==> config.mk <==
export PLATFORM = sky130hd
export DESIGN_NAME = stop_watch_param_flat
export DESIGN_NICKNAME = d
export VERILOG_FILES = /design/src/rtl/stop_watch_param_pkg.sv /design/src/rtl/stop_watch_param_if.sv /design/src/rtl/stop_watch_param_bcd_digit.sv /design/src/rtl/stop_watch_param.sv /design/src/flat_wrapper.sv
export SDC_FILE = /design/constraint.sdc
export NUM_CORES = 1
export LEC_CHECK = 0
export CELL_PAD_IN_SITES_DETAIL_PLACEMENT = 1
export CELL_PAD_IN_SITES_GLOBAL_PLACEMENT = 2
export CORE_MARGIN = 4
export CORE_UTILIZATION = 35
export DETAILED_ROUTE_END_ITERATION = 16
export GPL_ROUTABILITY_DRIVEN = 0
export PLACE_DENSITY = 0.88
export SYNTH_ARGS = -nofsm -noshare
export SYNTH_HDL_FRONTEND = slang
export SYNTH_SLANG_ARGS = --single-unit
==> constraint.sdc <==
create_clock -name clk -period 2.69 [get_ports clk]
set_clock_uncertainty 0.15 [all_clocks]
set_input_delay 0.269 -clock clk [delete_from_list [all_inputs] [get_ports clk]]
set_output_delay 0.269 -clock clk [all_outputs]
set_load 0.01 [all_outputs]
==> src/rtl/stop_watch_param_pkg.sv <==
// Shared constants, types and helpers for the parameterised BCD stopwatch.
package stop_watch_param_pkg;

  localparam int NIB_W = 4;
  localparam logic [NIB_W-1:0] BCD_MAX = 4'd9;
  localparam int DVSR_DEFAULT = 5000000;

  typedef logic [NIB_W-1:0] bcd_t;

  // Any nibble outside the decimal range is treated as the largest digit.
  function automatic bcd_t bcd_clamp(input bcd_t nib);
    return (nib > BCD_MAX) ? BCD_MAX : nib;
  endfunction

endpackage

==> src/rtl/stop_watch_param_if.sv <==
// Control and display bundle between a stopwatch and whatever drives/observes it.
interface stop_watch_param_if
  import stop_watch_param_pkg::*;
#(
  parameter int NDIG = 3
);

  logic                  go;
  logic                  clr;
  logic                  up;
  logic                  load;
  logic [NIB_W*NDIG-1:0] load_val;
  logic                  lap;
  logic [NIB_W*NDIG-1:0] digits;
  logic                  frozen;
  logic                  lim;

  modport master (
    output go, clr, up, load, load_val, lap,
    input  digits, frozen, lim
  );

  modport slave (
    input  go, clr, up, load, load_val, lap,
    output digits, frozen, lim
  );

endinterface

==> src/rtl/stop_watch_param_bcd_digit.sv <==
// One BCD up/down digit; carry/borrow flag that the next enable would roll it over.
module bcd_digit
  import stop_watch_param_pkg::*;
(
  input  logic clk,
  input  logic reset_n,
  input  logic clr,
  input  logic load,
  input  bcd_t load_val,
  input  logic en,
  input  logic up,
  input  logic sat_hold,
  output bcd_t value,
  output logic carry,
  output logic borrow
);

  bcd_t value_d;
  bcd_t value_q;

  always_comb begin
    value_d = value_q;
    if (clr) begin
      value_d = '0;
    end else if (load) begin
      value_d = bcd_clamp(load_val);
    end else if (en && !sat_hold) begin
      if (up) begin
        value_d = (value_q == BCD_MAX) ? '0 : value_q + 4'd1;
      end else begin
        value_d = (value_q == '0) ? BCD_MAX : value_q - 4'd1;
      end
    end
  end

  always_ff @(posedge clk or negedge reset_n) begin
    if (!reset_n) begin
      value_q <= '0;
    end else begin
      value_q <= value_d;
    end
  end

  assign value  = value_q;
  assign carry  = up && (value_q == BCD_MAX);
  assign borrow = !up && (value_q == '0);

endmodule

==> src/rtl/stop_watch_param.sv <==
// Parameterised BCD stopwatch: prescaler, rippled digit chain, wrap/saturate limit and lap freeze.
module stop_watch_param
  import stop_watch_param_pkg::*;
#(
  parameter int NDIG = 3,
  parameter int DVSR = DVSR_DEFAULT,
  parameter int SAT  = 0
)
(
  input  logic              clk,
  input  logic              reset_n,
  stop_watch_param_if.slave bus
);

  localparam int            PW         = $clog2(DVSR);
  localparam int            CW         = NIB_W * NDIG;
  localparam logic [PW-1:0] PRESC_LAST = PW'(DVSR - 1);
  localparam bit            SAT_EN     = (SAT != 0);

  logic [PW-1:0] presc_d;
  logic [PW-1:0] presc_q;
  logic          tick;

  logic [NDIG:0]   en_chain;
  logic [NDIG-1:0] carry;
  logic [NDIG-1:0] borrow;
  logic [CW-1:0]   count;
  logic            at_limit;
  logic            sat_hold;

  logic [CW-1:0] disp_d;
  logic [CW-1:0] disp_q;
  logic          frozen_d;
  logic          frozen_q;
  logic          lim_d;
  logic          lim_q;

  assign tick = bus.go && (presc_q == PRESC_LAST);

  always_comb begin
    presc_d = presc_q;
    if (bus.clr || bus.load) begin
      presc_d = '0;
    end else if (bus.go) begin
      presc_d = tick ? '0 : presc_q + PW'(1);
    end
  end

  // A tick only reaches the digits when neither clr nor load overrides it.
  assign en_chain[0] = tick && !bus.clr && !bus.load;

  for (genvar i = 0; i < NDIG; i++) begin : g_digit
    bcd_digit u_digit (
      .clk      (clk),
      .reset_n  (reset_n),
      .clr      (bus.clr),
      .load     (bus.load),
      .load_val (bus.load_val[i*NIB_W +: NIB_W]),
      .en       (en_chain[i]),
      .up       (bus.up),
      .sat_hold (sat_hold),
      .value    (count[i*NIB_W +: NIB_W]),
      .carry    (carry[i]),
      .borrow   (borrow[i])
    );
    assign en_chain[i+1] = en_chain[i] && (carry[i] || borrow[i]);
  end

  // Enable surviving the whole chain means every digit is about to roll: the limit.
  assign at_limit = en_chain[NDIG];
  assign sat_hold = SAT_EN && at_limit;
  assign lim_d    = at_limit;

  always_comb begin
    disp_d   = disp_q;
    frozen_d = frozen_q;
    if (bus.clr) begin
      disp_d   = '0;
      frozen_d = 1'b0;
    end else if (bus.lap) begin
      if (!frozen_q) begin
        disp_d   = count;
        frozen_d = 1'b1;
      end else begin
        frozen_d = 1'b0;
      end
    end
  end

  always_ff @(posedge clk or negedge reset_n) begin
    if (!reset_n) begin
      presc_q  <= '0;
      disp_q   <= '0;
      frozen_q <= 1'b0;
      lim_q    <= 1'b0;
    end else begin
      presc_q  <= presc_d;
      disp_q   <= disp_d;
      frozen_q <= frozen_d;
      lim_q    <= lim_d;
    end
  end

  assign bus.digits = frozen_q ? disp_q : count;
  assign bus.frozen = frozen_q;
  assign bus.lim    = lim_q;

endmodule

==> src/flat_wrapper.sv <==
// flat-port wrapper written by rule: the top's interface ports become plain ports
module stop_watch_param_flat import stop_watch_param_pkg::*;
#(
  parameter int NDIG = 3,
  parameter int DVSR = DVSR_DEFAULT,
  parameter int SAT  = 0
)
  (clk, reset_n, bus_go, bus_clr, bus_up, bus_load, bus_load_val, bus_lap, bus_digits, bus_frozen, bus_lim);
  stop_watch_param_if #(.NDIG(NDIG)) bus_i ();
  input  logic clk;
  input  logic reset_n;
  input wire logic [$bits(bus_i.go)-1:0] bus_go;
  input wire logic [$bits(bus_i.clr)-1:0] bus_clr;
  input wire logic [$bits(bus_i.up)-1:0] bus_up;
  input wire logic [$bits(bus_i.load)-1:0] bus_load;
  input wire logic [$bits(bus_i.load_val)-1:0] bus_load_val;
  input wire logic [$bits(bus_i.lap)-1:0] bus_lap;
  output wire logic [$bits(bus_i.digits)-1:0] bus_digits;
  output wire logic [$bits(bus_i.frozen)-1:0] bus_frozen;
  output wire logic [$bits(bus_i.lim)-1:0] bus_lim;
  assign bus_i.go = bus_go;
  assign bus_i.clr = bus_clr;
  assign bus_i.up = bus_up;
  assign bus_i.load = bus_load;
  assign bus_i.load_val = bus_load_val;
  assign bus_i.lap = bus_lap;
  assign bus_digits = bus_i.digits;
  assign bus_frozen = bus_i.frozen;
  assign bus_lim = bus_i.lim;
  stop_watch_param #(.NDIG(NDIG), .DVSR(DVSR), .SAT(SAT)) u_core (.clk(clk), .reset_n(reset_n), .bus(bus_i));
endmodule
* Yosys cells after proc, flatten, opt, wreduce, memory -nomap -nowiden
Index checks and enable logic that the tools add are counted.
Storage, ports and cells: memories 0, bits in latches 0, logic and storage cells 78, register bits after elaboration 49, bits of input ports 19, memory bits (writable) 0, bits in read-only memories 0
Operators by class: div/mod/pow operators 0, $lt $le $gt $ge 3, reduce and logical (&&, ||, !) cells 27, multipliers 0, equality and inequality tests 4, muxes and demuxes 30, $add $sub $neg 7, shift-type cells 0, bitwise operators 0
Operators with widths (count):
- $mux 4 | 21
- $mux 23 | 3
- $mux 12 | 3
- $add 23x1->23 const B | 1
- $eq 23x23->1 const B | 1
- $add 4x1->4 const B | 3
- $eq 4x4->1 const B | 3
- $gt 4x4->1 const B | 3
- $logic_and 1x1->1 | 12
- $logic_not 4->1 | 3
- $sub 4x1->4 const B | 3
- $reduce_bool 3->1 | 3
- $logic_or 1x1->1 | 4
- $reduce_bool 2->1 | 2
- $logic_not 1->1 | 3
- $mux 1 | 3

* Longest topological paths before layout
Gate-level depths: netlist of run 1.
word-level depth 9, depth in mapped cells 8, mapped depth without buffers 7

* Modules after synthesis
Synthesis of run 1 repeated with hierarchy kept, for this count alone.
Unflattened totals: cell total of the unflattened synthesis 365, area total of the unflattened synthesis 3311.9 µm²
By module, submodules not included:
- stop_watch_param | cells each 209, times used 1, area each 2073.2 µm²
- bcd_digit | cells each 52, times used 3, area each 412.9 µm²

* Least setup slack after synthesis of run 1
No wires, ideal clock.
path kind reg2reg, start point register u_core.presc_q[21], end point register u_core.g_digit[0].u_digit.value_q[3], stages on the path, launching flop included 7, buffers on the path 1, period minus slack after synthesis 2.394 ns, path slack 0.296 ns, data arrival time 2.105 ns, setup time 0.138 ns, required time 2.402 ns, cell sequence dfrtp_1 > or4b_1 > or4_4 > or2_1 > buf_6 > a2111oi_4 > a2111oi_2
Between the ends: longest elaborated chain between the ends 5
Ends and longest elaborated chain:
- start, declared | line stop_watch_param.sv:21 | logic [PW-1:0] presc_q;
- start signal, assigned | line stop_watch_param.sv:97 | presc_q <= presc_d;
- $eq 23x23->1 | line stop_watch_param.sv:38 | assign tick = bus.go && (presc_q == PRESC_LAST);
- $logic_and 1x1->1 | line stop_watch_param.sv:38
- $logic_and 1x1->1 (2 in a row) | line stop_watch_param.sv:50 | assign en_chain[0] = tick && !bus.clr && !bus.load;
- $reduce_bool 3->1 (no source line)
- end signal, assigned | line stop_watch_param_bcd_digit.sv:40 | value_q <= value_d;
- end, declared | line stop_watch_param_bcd_digit.sv:19 | bcd_t value_q;
Every way passes these cells. A chain may end at the register's enable or synchronous reset.

* Worst setup path after layout of run 1
start point register u_core.presc_q[0], end point register u_core.g_digit[2].u_digit.value_q[3]
Between the ends: longest elaborated chain between the ends 7
Ends and longest elaborated chain:
- $eq 23x23->1 | line stop_watch_param.sv:38
- $logic_and 1x1->1 | line stop_watch_param.sv:38
- $logic_and 1x1->1 (2 in a row) | line stop_watch_param.sv:50
- $logic_and 1x1->1 (2 in a row) | line stop_watch_param.sv:66 | assign en_chain[i+1] = en_chain[i] && (carry[i] || borrow[i]);
- $reduce_bool 3->1 (no source line)
- end signal, assigned | line stop_watch_param_bcd_digit.sv:40
- end, declared | line stop_watch_param_bcd_digit.sv:19
Every way passes these cells.

==> results of run 1 <==
power by group:
group	total (mW)	internal, mW	switching, mW
logic	0.342	0.164	0.179
registers	0.815	0.762	0.0530
clock network	0.463	0.209	0.254
worst min-delay path: cells and delay by family:
family	cells	cell delay (ns)
buf+inv	3	0.90
timing repair:
action / in CTS / in global routing
setup endpoints to repair: 0 / 2
gates resized for setup: 0 / 2
endpoints found under the hold margin: 49 / 0
buffers inserted: 0 / 0
hold buffers: 1 / 0
layout by cell type, fill, tap and decap left out, types with 2 or more instances in the layout:
master           Yosys  routed
a221oi_1             4       4
mux2_2               6       6
nor3_1               7       7
a21o_1               4       4
mux2_1               3       3
nand3_1             16      16
nand2_1             27      27
nand2b_1             8       8
ha_1                10      10
nor2_1              47      47
or3_1                3       3
dfrtp_1             49      49
xnor2_1             13      13
clkbuf_8             0       6
xor2_1               7       7
or3b_2               3       3
a31oi_1              8       8
o21bai_1             2       2
nand4_1             10      10
mux2i_1             15      15
buf_4                1      15
and3_1               6       6
nor4_1               5       5
o31ai_1              3       3
a211oi_1             3       3
o21a_1               2       2
nor2b_1              5       5
inv_1               13      13
nand3b_1             2       2
and2_1               3       3
a2111oi_1            1       2
clkdlybuf4s50_1      0      31
and4_1               3       3
o21ai_0             24      24
o31a_1               2       2
a21oi_1             16      16
final timing paths:
path | from | to | slack, ns | cells after the start
worst max-delay path | u_core.presc_q[0] | u_core.g_digit[2].u_digit.value[3] | 0.20 | 6
worst min-delay path | reset_n | u_core.disp_q[8] | 0.33 | 3
worst max register to register | u_core.presc_q[0] | u_core.g_digit[2].u_digit.value[3] | 0.20 | 6
worst min register to register | u_core.disp_q[1] | u_core.disp_q[1] | 0.38 | 2
max in group asynchronous | reset_n | u_core.disp_q[0] | 1.72 | 3
min in group clk | u_core.disp_q[1] | u_core.disp_q[1] | 0.38 | 2
sequential cells by signal, indices dropped and copies added, names as in the netlist:
name,flops
u_core.bus.frozen,1
u_core.bus.lim,1
u_core.disp_q,12
u_core.g_digit.u_digit.value,12
u_core.presc_q,23
cell type report:
type / instances / area (um2) / share of cell area, %
timing repair buffer: 48 / 438 / 11.5
clock buffer: 6 / 82.6 / 2.16
clock inverter: 2 / 13.8 / 0.360
sequential: 49 / 1230 / 32.1
inverter: 13 / 48.8 / 1.28
tap: 108 / 135 / 3.53
multi-input combinational: 288 / 1880 / 49.1
per-stage QoR:
stage                     std cells  setup slack [ns]  area (um2)
after global placement          505             0.108        3710
final                           514             0.204        3820
after detailed placement        505            0.0908        3710
after floorplan                 373             0.296        3250
after global routing            514            0.0505        3820
after CTS                       514             0.115        3820
cells by family (layout without fill, tap and decap cells):
kind of cell,after synthesis,in the layout,share of synthesized area [%]
buf+inv,36,69,4.51
fa+ha+maj,10,10,3.85
compound gates,79,79,16.3
xor+xnor,20,20,5.39
mux,24,24,7.74
simple gates,155,155,24.5
flops,49,49,37.8
layer usage:
layer	up-vias	share of wire, %	global-route usage, %
li1	1390	-	-
met4	0	1.2	3.99
met3	11	2.9	2.86
met1	1478	46	21.4
met2	46	50	28.6
met5	-	0	0
==> flow_metrics.py, run 1 <==
metrics = {
    "setup_path": {
        "crit_arrival_ns": 2.53,
        "critPathBufInv": 0,
        "slowest_delay_ns": 0.60,
        "crit_family": "simple AND/OR/NAND/NOR gates",
        "crit_path_cell_trace": "ha_1 > nand3_1 > or4_4 > nor2_4 > a31oi_1 > mux2_1",
        "cp_data_required_time_ns": 2.73,
        "cp-end-kind": "register",
        "worstPathMaxFanout": 7,
        "worst_setup_path_start_kind": "register",
        "cpMaxStageDelayCell": "or4_4",
        "crit_type": "reg -> reg",
    },
    "grt": {
        "grt_pass1_wl_um": 15200,
        "grt_max_degree": 30,
        "antenna_found_initial": 0,
        "grtUsageTotal_pct": 16.6,
        "gr-total-overflow": 0,
        "grt_pass1_vias": 3091,
    },
    "die": {
        "fp.dieW_um": 104,
        "ios": 33,
        "num_rows": 34,
        "die_area_mm2": 0.0109,
        "initial_core_util_pct": 36.5,
        "die_y_um": 104,
        "fp.coreArea_mm2": 0.00889,
    },
    "drt": {
        "ant_nets": 0,
        "vias": 2925,
        "wl_per_cell_um": 17.1,
        "firstDrtPassIters": 4,
        "finalWirelength_um": 8790,
        "drt_iter0_drc": 150,
        "drc_errors": 0,
        "vias_per_cell": 5.69,
    },
    "logic_synthesis": {
        "seq_area_frac_synth_pct": 37.8,
        "synth_top_area_share_pct": 37.8,
        "syn_area_mm2": 0.00325,
        "syn-num-nets": 402,
        "synth_edf_count": 0,
        "syn_inst": 373,
        "yosysMostFrequentCell": "dfrtp_1",
        "avgSynthCellArea_um2": 8.71,
        "yosys-top-cells-area": "dfrtp_1 38%, nor2_1 5.4%, mux2i_1 4.6%, ha_1 3.9%, o21ai_0 3.7%",
        "yosysUniqueCellTypes": 57,
        "synth_common_cells": "49 x dfrtp_1, 47 x nor2_1, 27 x nand2_1",
        "ys_seq_elements": 49,
        "yosys_warnings": 0,
        "synth.largest_area_cell": "dfrtp_1",
        "synth-main-ff-cell": "dfrtp_1",
        "synthArstFlopShare_pct": 100,
    },
    "cts": {
        "cts_tree": "done",
        "clock_latency_ns": 0.30,
        "root_buffer": "clkbuf_8",
        "cts.sinks": 49,
        "numCtsBuffers": 5,
        "ctsLongestPathBuffers": 2,
        "clkSlewWorstSetupHoldPaths_ns": 0.09,
        "htree_levels": 2,
    },
    "layout": {
        "fin_nets": 434,
        "final_core_util_pct": 43.0,
        "diodes": 0,
        "drive_gt1_share_pct": 9.85,
        "syn2layout_area_growth_pct": 17.7,
        "fillers": 1076,
    },
    "placed_design": {
        "post-dp-hpwl_um": 6440,
        "port_buffers": 32,
    },
    "timing": {
        "final.setup.tns_ns": 0,
        "fmax_mhz": 402,
        "hold_slack_ns": 0.327,
        "worst_slew_margin_rel_pct": 55.5,
        "tightest_slew_ns": 0.668,
        "final-setup-viol-count": 0,
        "timing.final.crit_period_ns": 2.49,
        "grt_setup_unrepaired": "no",
        "slew_violations": 0,
        "hold_violations": 0,
        "fin_crit_sh_pct": 92.4,
    },
    "power_and_ir_drop": {
        "power.leakage_nw": 1.56,
        "powerDensity_mw_per_mm2": 424,
        "ir_drop_mv": 0.207,
        "total_power_mw": 1.62,
    },
    "hold_path": {
        "hold_class": "in -> async",
    },
    "run": {
        "max-cap-violations": 0,
    },
    "outcome": {
        "status": "complete, no violations",
    },
}
Power figures use the tool's default switching activity.
==> inputs of run 2 (changes only) <==
--- a/config.mk
+++ b/config.mk
@@ -12,6 +12,7 @@
 export DETAILED_ROUTE_END_ITERATION = 16
 export GPL_ROUTABILITY_DRIVEN = 0
 export PLACE_DENSITY = 0.88
+export SKIP_LAST_GASP = 1
 export SYNTH_ARGS = -nofsm -noshare
 export SYNTH_HDL_FRONTEND = slang
 export SYNTH_SLANG_ARGS = --single-unit
==> results of run 2 <==
The final DEF is identical to that of run 1; final timing and power are the same.
